$ cat config.mk
export PLATFORM = sky130hd
export DESIGN_NAME = flex_shift_engine_flat
export DESIGN_NICKNAME = d
export VERILOG_FILES = /design/src/rtl/flex_shift_engine_if.sv /design/src/rtl/flex_shift_engine.sv /design/src/flat_wrapper.sv
export SDC_FILE = /design/constraint.sdc
export NUM_CORES = 1
export LEC_CHECK = 0
export BUFFER_PORTS_ARGS = -buffer_cell sky130_fd_sc_hd__buf_2
export CORE_ASPECT_RATIO = 0.6
export CORE_MARGIN = 1
export CORE_UTILIZATION = 42
export CTS_CLUSTER_SIZE = 20
export DETAILED_ROUTE_END_ITERATION = 8
export PLACE_DENSITY_LB_ADDON = 0.1
export SETUP_SLACK_MARGIN = 0.1
export SYNTH_ARGS = -nofsm -noshare
export SYNTH_HDL_FRONTEND = slang
export SYNTH_SLANG_ARGS = --single-unit
$ cat constraint.sdc
create_clock -name clk -period 2.5 [get_ports clk]
set_input_delay 0.5 -clock clk [delete_from_list [all_inputs] [get_ports clk]]
set_output_delay 0.5 -clock clk [all_outputs]
set_load 0.005 [all_outputs]
$ cat src/rtl/flex_shift_engine_if.sv
// Handshake and serial/parallel bus bundle for flex_shift_engine.
// The engine uses the slave modport; the driving controller uses master.
interface flex_shift_engine_if #(
    parameter int NUM_BITS = 8
);
    logic                load_valid;
    logic                load_ready;
    logic [NUM_BITS-1:0] parallel_in;
    logic                msb_first;
    logic                shift_enable;
    logic                serial_in;
    logic                serial_out;
    logic [NUM_BITS-1:0] parallel_out;
    logic                busy;
    logic                done;
    logic                parity_err;

    modport slave (
        input  load_valid, parallel_in, msb_first, shift_enable, serial_in,
        output load_ready, serial_out, parallel_out, busy, done, parity_err
    );

    modport master (
        output load_valid, parallel_in, msb_first, shift_enable, serial_in,
        input  load_ready, serial_out, parallel_out, busy, done, parity_err
    );
endinterface

$ cat src/rtl/flex_shift_engine.sv
// Full-duplex shift engine with per-frame bit order and a one-cycle done pulse.
// Optional even-parity bit appended to each frame when FLEX_SHIFT_PARITY_EN is defined.
module flex_shift_engine #(
    parameter int   NUM_BITS = 8,
    parameter logic IDLE_VAL = 1'b1
) (
    input logic               clk,
    input logic               n_rst,
    flex_shift_engine_if.slave bus
);
`ifdef FLEX_SHIFT_PARITY_EN
    localparam int FRAME_LEN = NUM_BITS + 1;
`else
    localparam int FRAME_LEN = NUM_BITS;
`endif
    localparam int CNT_W = $clog2(NUM_BITS + 2);

    typedef enum logic {
        IDLE   = 1'b0,
        ACTIVE = 1'b1
    } state_t;

    state_t              state_r;
    logic [NUM_BITS-1:0] tx_r;
    logic [NUM_BITS-1:0] rx_r;
    logic [NUM_BITS-1:0] parallel_out_r;
    logic [CNT_W-1:0]    cnt_r;
    logic                order_r;
    logic                load_ready_r;
    logic                busy_r;
    logic                done_r;
    logic                serial_out_r;

    function automatic logic [NUM_BITS-1:0] tx_shift(input logic [NUM_BITS-1:0] t, input logic msb);
        tx_shift = msb ? {t[NUM_BITS-2:0], IDLE_VAL} : {IDLE_VAL, t[NUM_BITS-1:1]};
    endfunction

    function automatic logic [NUM_BITS-1:0] rx_shift(input logic [NUM_BITS-1:0] r, input logic msb,
                                                     input logic b);
        rx_shift = msb ? {r[NUM_BITS-2:0], b} : {b, r[NUM_BITS-1:1]};
    endfunction

    function automatic logic tx_bit(input logic [NUM_BITS-1:0] t, input logic msb);
        tx_bit = msb ? t[NUM_BITS-1] : t[0];
    endfunction

`ifdef FLEX_SHIFT_PARITY_EN
    logic par_r;
    logic parity_err_r;

    function automatic logic even_parity(input logic [NUM_BITS-1:0] w);
        even_parity = ^w;
    endfunction
`endif

    // Frame FSM; serial_out is precomputed from the next tx word so it is registered.
    always_ff @(posedge clk) begin
        if (!n_rst) begin
            state_r        <= IDLE;
            tx_r           <= {NUM_BITS{IDLE_VAL}};
            rx_r           <= {NUM_BITS{1'b0}};
            parallel_out_r <= {NUM_BITS{1'b0}};
            cnt_r          <= {CNT_W{1'b0}};
            order_r        <= 1'b1;
            load_ready_r   <= 1'b1;
            busy_r         <= 1'b0;
            done_r         <= 1'b0;
            serial_out_r   <= IDLE_VAL;
`ifdef FLEX_SHIFT_PARITY_EN
            par_r          <= 1'b0;
            parity_err_r   <= 1'b0;
`endif
        end else begin
            done_r <= 1'b0;
            case (state_r)
                IDLE: begin
                    if (bus.load_valid) begin
                        state_r      <= ACTIVE;
                        load_ready_r <= 1'b0;
                        busy_r       <= 1'b1;
                        tx_r         <= bus.parallel_in;
                        order_r      <= bus.msb_first;
                        cnt_r        <= {CNT_W{1'b0}};
                        rx_r         <= {NUM_BITS{1'b0}};
                        serial_out_r <= tx_bit(bus.parallel_in, bus.msb_first);
`ifdef FLEX_SHIFT_PARITY_EN
                        par_r        <= even_parity(bus.parallel_in);
`endif
                    end else begin
                        serial_out_r <= IDLE_VAL;
                    end
                end
                ACTIVE: begin
                    if (bus.shift_enable) begin
                        tx_r  <= tx_shift(tx_r, order_r);
                        cnt_r <= cnt_r + {{(CNT_W-1){1'b0}}, 1'b1};
`ifdef FLEX_SHIFT_PARITY_EN
                        // The trailing parity bit is checked, never stored in rx.
                        if (cnt_r < CNT_W'(NUM_BITS)) begin
                            rx_r <= rx_shift(rx_r, order_r, bus.serial_in);
                        end else begin
                            rx_r <= rx_r;
                        end
`else
                        rx_r  <= rx_shift(rx_r, order_r, bus.serial_in);
`endif
                        if (cnt_r == CNT_W'(FRAME_LEN - 1)) begin
                            state_r        <= IDLE;
                            load_ready_r   <= 1'b1;
                            busy_r         <= 1'b0;
                            done_r         <= 1'b1;
                            serial_out_r   <= IDLE_VAL;
`ifdef FLEX_SHIFT_PARITY_EN
                            parallel_out_r <= rx_r;
                            parity_err_r   <= bus.serial_in ^ even_parity(rx_r);
`else
                            parallel_out_r <= rx_shift(rx_r, order_r, bus.serial_in);
`endif
                        end else begin
`ifdef FLEX_SHIFT_PARITY_EN
                            if (cnt_r == CNT_W'(NUM_BITS - 1)) begin
                                serial_out_r <= par_r;
                            end else begin
                                serial_out_r <= tx_bit(tx_shift(tx_r, order_r), order_r);
                            end
`else
                            serial_out_r <= tx_bit(tx_shift(tx_r, order_r), order_r);
`endif
                        end
                    end else begin
                        state_r <= ACTIVE;
                    end
                end
                default: begin
                    state_r      <= IDLE;
                    load_ready_r <= 1'b1;
                    busy_r       <= 1'b0;
                    serial_out_r <= IDLE_VAL;
                end
            endcase
        end
    end

    assign bus.load_ready   = load_ready_r;
    assign bus.busy         = busy_r;
    assign bus.done         = done_r;
    assign bus.serial_out   = serial_out_r;
    assign bus.parallel_out = parallel_out_r;
`ifdef FLEX_SHIFT_PARITY_EN
    assign bus.parity_err   = parity_err_r;
`else
    assign bus.parity_err   = 1'b0;
`endif
endmodule

$ cat src/flat_wrapper.sv
// flat-port wrapper written by rule: the top's interface ports become plain ports
module flex_shift_engine_flat 
#(
    parameter int   NUM_BITS = 8,
    parameter logic IDLE_VAL = 1'b1
)
  (clk, n_rst, bus_load_valid, bus_parallel_in, bus_msb_first, bus_shift_enable, bus_serial_in, bus_load_ready, bus_serial_out, bus_parallel_out, bus_busy, bus_done, bus_parity_err);
  flex_shift_engine_if #(.NUM_BITS(NUM_BITS)) bus_i ();
  input logic clk;
  input logic n_rst;
  input wire logic [$bits(bus_i.load_valid)-1:0] bus_load_valid;
  input wire logic [$bits(bus_i.parallel_in)-1:0] bus_parallel_in;
  input wire logic [$bits(bus_i.msb_first)-1:0] bus_msb_first;
  input wire logic [$bits(bus_i.shift_enable)-1:0] bus_shift_enable;
  input wire logic [$bits(bus_i.serial_in)-1:0] bus_serial_in;
  output wire logic [$bits(bus_i.load_ready)-1:0] bus_load_ready;
  output wire logic [$bits(bus_i.serial_out)-1:0] bus_serial_out;
  output wire logic [$bits(bus_i.parallel_out)-1:0] bus_parallel_out;
  output wire logic [$bits(bus_i.busy)-1:0] bus_busy;
  output wire logic [$bits(bus_i.done)-1:0] bus_done;
  output wire logic [$bits(bus_i.parity_err)-1:0] bus_parity_err;
  assign bus_i.load_valid = bus_load_valid;
  assign bus_i.parallel_in = bus_parallel_in;
  assign bus_i.msb_first = bus_msb_first;
  assign bus_i.shift_enable = bus_shift_enable;
  assign bus_i.serial_in = bus_serial_in;
  assign bus_load_ready = bus_i.load_ready;
  assign bus_serial_out = bus_i.serial_out;
  assign bus_parallel_out = bus_i.parallel_out;
  assign bus_busy = bus_i.busy;
  assign bus_done = bus_i.done;
  assign bus_parity_err = bus_i.parity_err;
  flex_shift_engine #(.NUM_BITS(NUM_BITS), .IDLE_VAL(IDLE_VAL)) u_core (.clk(clk), .n_rst(n_rst), .bus(bus_i));
endmodule
* After elaboration in Yosys (flattened, before gate mapping)
Cells that the tools add are included.
Storage, ports and cells: register bits after elaboration 34, bits of input ports 14, logic and storage cells 51
Cells by class: add/sub/neg operators 1, equality and inequality tests 4, muxes and demuxes 30, bitwise gates (word level) 1, reduce and logical (&&, ||, !) cells 5
Operator list (count):
- $mux W8 | 6
- $pmux W8 S2 | 2
- $mux W1 | 15
- $reduce_and A3 Y1 | 3
- $mux W4 | 2
- $pmux W1 S2 | 4
- $pmux W4 S2 | 1
- $ne A2 B2 Y1 const B | 3
- $add A4 B1 Y4 const B | 1
- $eq A4 B3 Y1 const B | 1
- $reduce_and A2 Y1 | 2
- $not A1 Y1 | 1

* Longest topological paths before layout
depth after elaboration 5, depth in mapped cells 5

* Worst setup path after synthesis
OpenSTA, ideal clock, no wires.
path type input to register, from in bus_shift_enable, to reg u_core.tx_r[5], arrival 1.288 ns, path slack 1.092 ns, stages on the path 4, buffers on the path 1, cells stage by stage mux2i_2 > buf_4 > a211oi_1 > a211o_1
Between the ends: longest elaborated chain between the ends 2
Ends and longest elaborated chain:
- from (decl) | line flat_wrapper.sv:14 | input wire logic [$bits(bus_i.shift_enable)-1:0] bus_shift_enable;
- $ne A2 B2 Y1 (no line)
- $reduce_and A2 Y1 (no line)
- to (signal assigned) | line flex_shift_engine.sv:60 | tx_r <= {NUM_BITS{IDLE_VAL}};
- to (signal assigned) | line flex_shift_engine.sv:81 | tx_r <= bus.parallel_in;
- to (signal assigned) | line flex_shift_engine.sv:95 | tx_r <= tx_shift(tx_r, order_r);
- to (decl) | line flex_shift_engine.sv:24 | logic [NUM_BITS-1:0] tx_r;
Every way passes these cells. A chain may end at the register's enable or synchronous reset.

* Worst setup path in the final report
from reg u_core.state_r, to reg u_core.tx_r[5]
Between the ends: longest elaborated chain between the ends 3
Ends and longest elaborated chain:
- from (decl) | line flex_shift_engine.sv:23 | state_t state_r;
- from (signal assigned) | line flex_shift_engine.sv:59 | state_r <= IDLE;
- from (signal assigned) | line flex_shift_engine.sv:78 | state_r <= ACTIVE;
- from (signal assigned) | line flex_shift_engine.sv:108 | state_r <= IDLE;
- $not A1 Y1 (no line)
- $ne A2 B2 Y1 (no line)
- $reduce_and A2 Y1 (no line)
Parallel ways exist; a longest one is shown, timed or not.

==> out/qor.yml <==
timing:
  least_margin_pin_slew_ns: 0.669
  report.final.hold_viol_count: 0
  setup_violations: 0
  rsz0062_at_grt: "false"
  hold_ws_ns: 0.440
  maxSlewViolCount: 0
  slew_headroom_pct: 55.3
  post-route-worst-setup-slack_ns: 0.735
  fin_crit_sh_pct: 70.6
  finalCriticalPeriod_ns: 1.77
  tns_ns: 0
  skew_ns: 0.00677
  fmax_mhz: 567
cts:
  tritoncts_clock_tree: "done"
  clock_insertion_delay_worst_skew_ns: 0.28
  hold_buffers: 0
  clockBufferDepth: 2
  clock-root-buffer: "sky130_fd_sc_hd__clkbuf_8"
  worst_setup_hold_path_clk_slew_ns: 0.07
  htreeDepth: 2
  post_cts_resize_count: 0
  postCtsSetupBuffers: 0
  cts_made_buffers: 5
  cts.sink_count: 34
setup_path:
  crit_type: "flop to flop"
  cell_family_contributing_the_most_delay_on_the_critical_path: "flip-flops"
  worst_path_largest_cell_delay_ns: 0.75
  endpoint_kind: "flop"
  cp_num_cells: 4
  crit_chain: "mux2i_2 > buf_4 > a211oi_1 > a211o_1"
  required_ns: 2.67
  ff2ff_path_depth: 4
  worstPathMaxFanout: 21
  worst-endpoint-arrival_ns: 1.94
  worstPathBufferInverterCount: 1
  worst_setup_path_start_kind: "flop"
  cpMaxStageDelayCell: "sky130_fd_sc_hd__dfxtp_1"
global_route:
  grt_first_pass_wirelength_um: 5220
  grt_pass1_vias: 1050
  antenna_found_initial: 0
  globalRouteTotalUtil_pct: 19.5
  globalRouteOverflowTotal: 0
  grt_max_degree: 22
cells_and_area:
  instances_no_fill: 218
  antenna_cells_inserted: 0
  final_layout_size_suffix_gt1_share_pct: 23.1
  areaGrowthSynthToFinish_pct: 17.4
  final_core_util_pct: 52.0
  layout.cells.most_common_list: "sky130_fd_sc_hd__dfxtp_1, sky130_fd_sc_hd__buf_2, sky130_fd_sc_hd__mux2i_1"
  fin_area_um2: 1710
  finalNetCount: 187
  layout_commonest_cell: "sky130_fd_sc_hd__dfxtp_1"
yosys:
  synth_enable_flop_cells: 0
  synth_ff_type: "sky130_fd_sc_hd__dfxtp_1"
  synth_warn: 0
  synth_largest_type_area_fraction_pct: 46.8
  synth_top_cells_by_area: "sky130_fd_sc_hd__dfxtp_1, sky130_fd_sc_hd__mux2i_1, sky130_fd_sc_hd__a2bb2oi_1"
  synth_async_sr_flop_share_pct: 0
  synth.yosys.seq_area_share_pct: 46.8
  ys_seq_elements: 34
  mappedNetlistNets: 162
  avgSynthCellArea_um2: 9.89
  post-synth-top-area-cell: "sky130_fd_sc_hd__dfxtp_1"
  synth.distinct_cells: 33
  synthesis.instances: 147
  post_syn_area_um2: 1450
drt:
  detail-route-antenna-nets: 0
  drt_iter0_markers: 72
  post_drt_via_cell_ratio: 5.40
  drt_pass1_iterations: 4
  route.vias.total: 1178
  post-route-drc-count: 0
  drt-wirelength-per-cell_um: 14.7
  drt_wl_total_um: 3210
placed_design:
  placedInstanceArea_um2: 1610
  place.detailed.instances: 210
  gp_congestion: 0.766
  port_buffers: 25
  placed_wire_length_estimate_um: 2270
  dpl_worst_slack_ns: 0.756
floorplanning:
  die_area_um2: 3710
  die-width_um: 78.0
  start_util_pct: 44.3
  design.portCount: 27
  placementRows: 16
  y_dimension_of_the_die_um: 47.6
  core_region_area_um2: 3280
power_and_ir_drop:
  power.density_cell_area_nw_per_um2: 660
  power.leakage_nw: 0.784
  vdd_drop_max_uv: 310
  fin_total_pwr_mw: 1.13
run:
  max_cap_violations: 0
min_path:
  worst_hold_path.num_cells: 3
  hp-class: "primary input to flop"
run_status:
  run_status: "completed"
metal layers:
layer	up-vias	track usage (%)	wire length, um
met2	20	30.3	1300
met1	572	26.3	1760
met3	2	6.29	127
li1	584	-	-
met4	0	6.67	14
met5	-	0	0
Yosys cell counts (2+ instances only):
cell and number:
sky130_fd_sc_hd__dfxtp_1 34, sky130_fd_sc_hd__mux2i_1 17, sky130_fd_sc_hd__nor2_1 16, sky130_fd_sc_hd__a2bb2oi_1 8
sky130_fd_sc_hd__o2bb2ai_1 8, sky130_fd_sc_hd__a211oi_1 7, sky130_fd_sc_hd__buf_2 7, sky130_fd_sc_hd__a211o_1 6
sky130_fd_sc_hd__nand2_1 6, sky130_fd_sc_hd__a21oi_1 3, sky130_fd_sc_hd__inv_1 3, sky130_fd_sc_hd__o21ai_0 3
sky130_fd_sc_hd__and3b_1 2, sky130_fd_sc_hd__buf_4 2, sky130_fd_sc_hd__clkbuf_1 2, sky130_fd_sc_hd__nand3_1 2
sky130_fd_sc_hd__nand4_1 2, sky130_fd_sc_hd__nor2b_1 2, sky130_fd_sc_hd__o21a_1 2, sky130_fd_sc_hd__o21ai_1 2
power breakdown:
part	total, mW	switching (mW)	leakage, nW	internal, mW
Clock	0.422	0.201	0.0472	0.221
Combinational	0.122	0.0642	0.460	0.0576
Sequential	0.582	0.0206	0.278	0.562
Total	1.13	0.286	0.784	0.841
sequential cells by signal, summed over array words and instances (netlist names):
signal	flops
u_core.bus.serial_out	1
u_core.cnt_r	4
u_core.bus.done	1
u_core.state_r	1
u_core.rx_r	8
u_core.bus.load_ready	1
u_core.tx_r	8
u_core.bus.parallel_out	8
u_core.order_r	1
u_core.bus.busy	1
worst min-delay path: cells and delay by family:
| family | cells | cell delay [ns] |
|---|---|---|
| simple gates | 2 | 0.11 |
| buf+inv | 1 | 0.09 |
cell families after synthesis:
group           Yosys count  synth area share [%]
other cells               1                 0.258
flops                    34                  46.8
fa+ha+maj                 1                 0.860
mux                      18                  12.7
simple gates             34                  11.3
buf+inv                  16                  5.25
compound gates           43                  22.9
layout make-up:
| class | instances | area [um2] |
|---|---|---|
| Tap cell | 45 | 56.3 |
| Multi-Input combinational cell | 97 | 697 |
| Clock inverter | 2 | 12.5 |
| Timing Repair Buffer | 30 | 163 |
| Fill cell | 308 | 1580 |
| Inverter | 4 | 15.0 |
| Sequential cell | 34 | 681 |
| Clock buffer | 6 | 82.6 |
path summary, 6_finish.rpt:
path | start | endpoint | slack (ns)
max | u_core.state_r$_SDFF_PN0_ | u_core.tx_r[5]$_SDFFE_PN1P_ | 0.73
min | bus_parallel_in[0] | u_core.tx_r[0]$_SDFFE_PN1P_ | 0.44
max reg2reg | u_core.state_r$_SDFF_PN0_ | u_core.tx_r[5]$_SDFFE_PN1P_ | 0.73
min reg2reg | u_core.bus.parallel_out[5]$_SDFFE_PN0P_ | u_core.bus.parallel_out[5]$_SDFFE_PN0P_ | 0.46
Power figures use the tool's default switching activity.
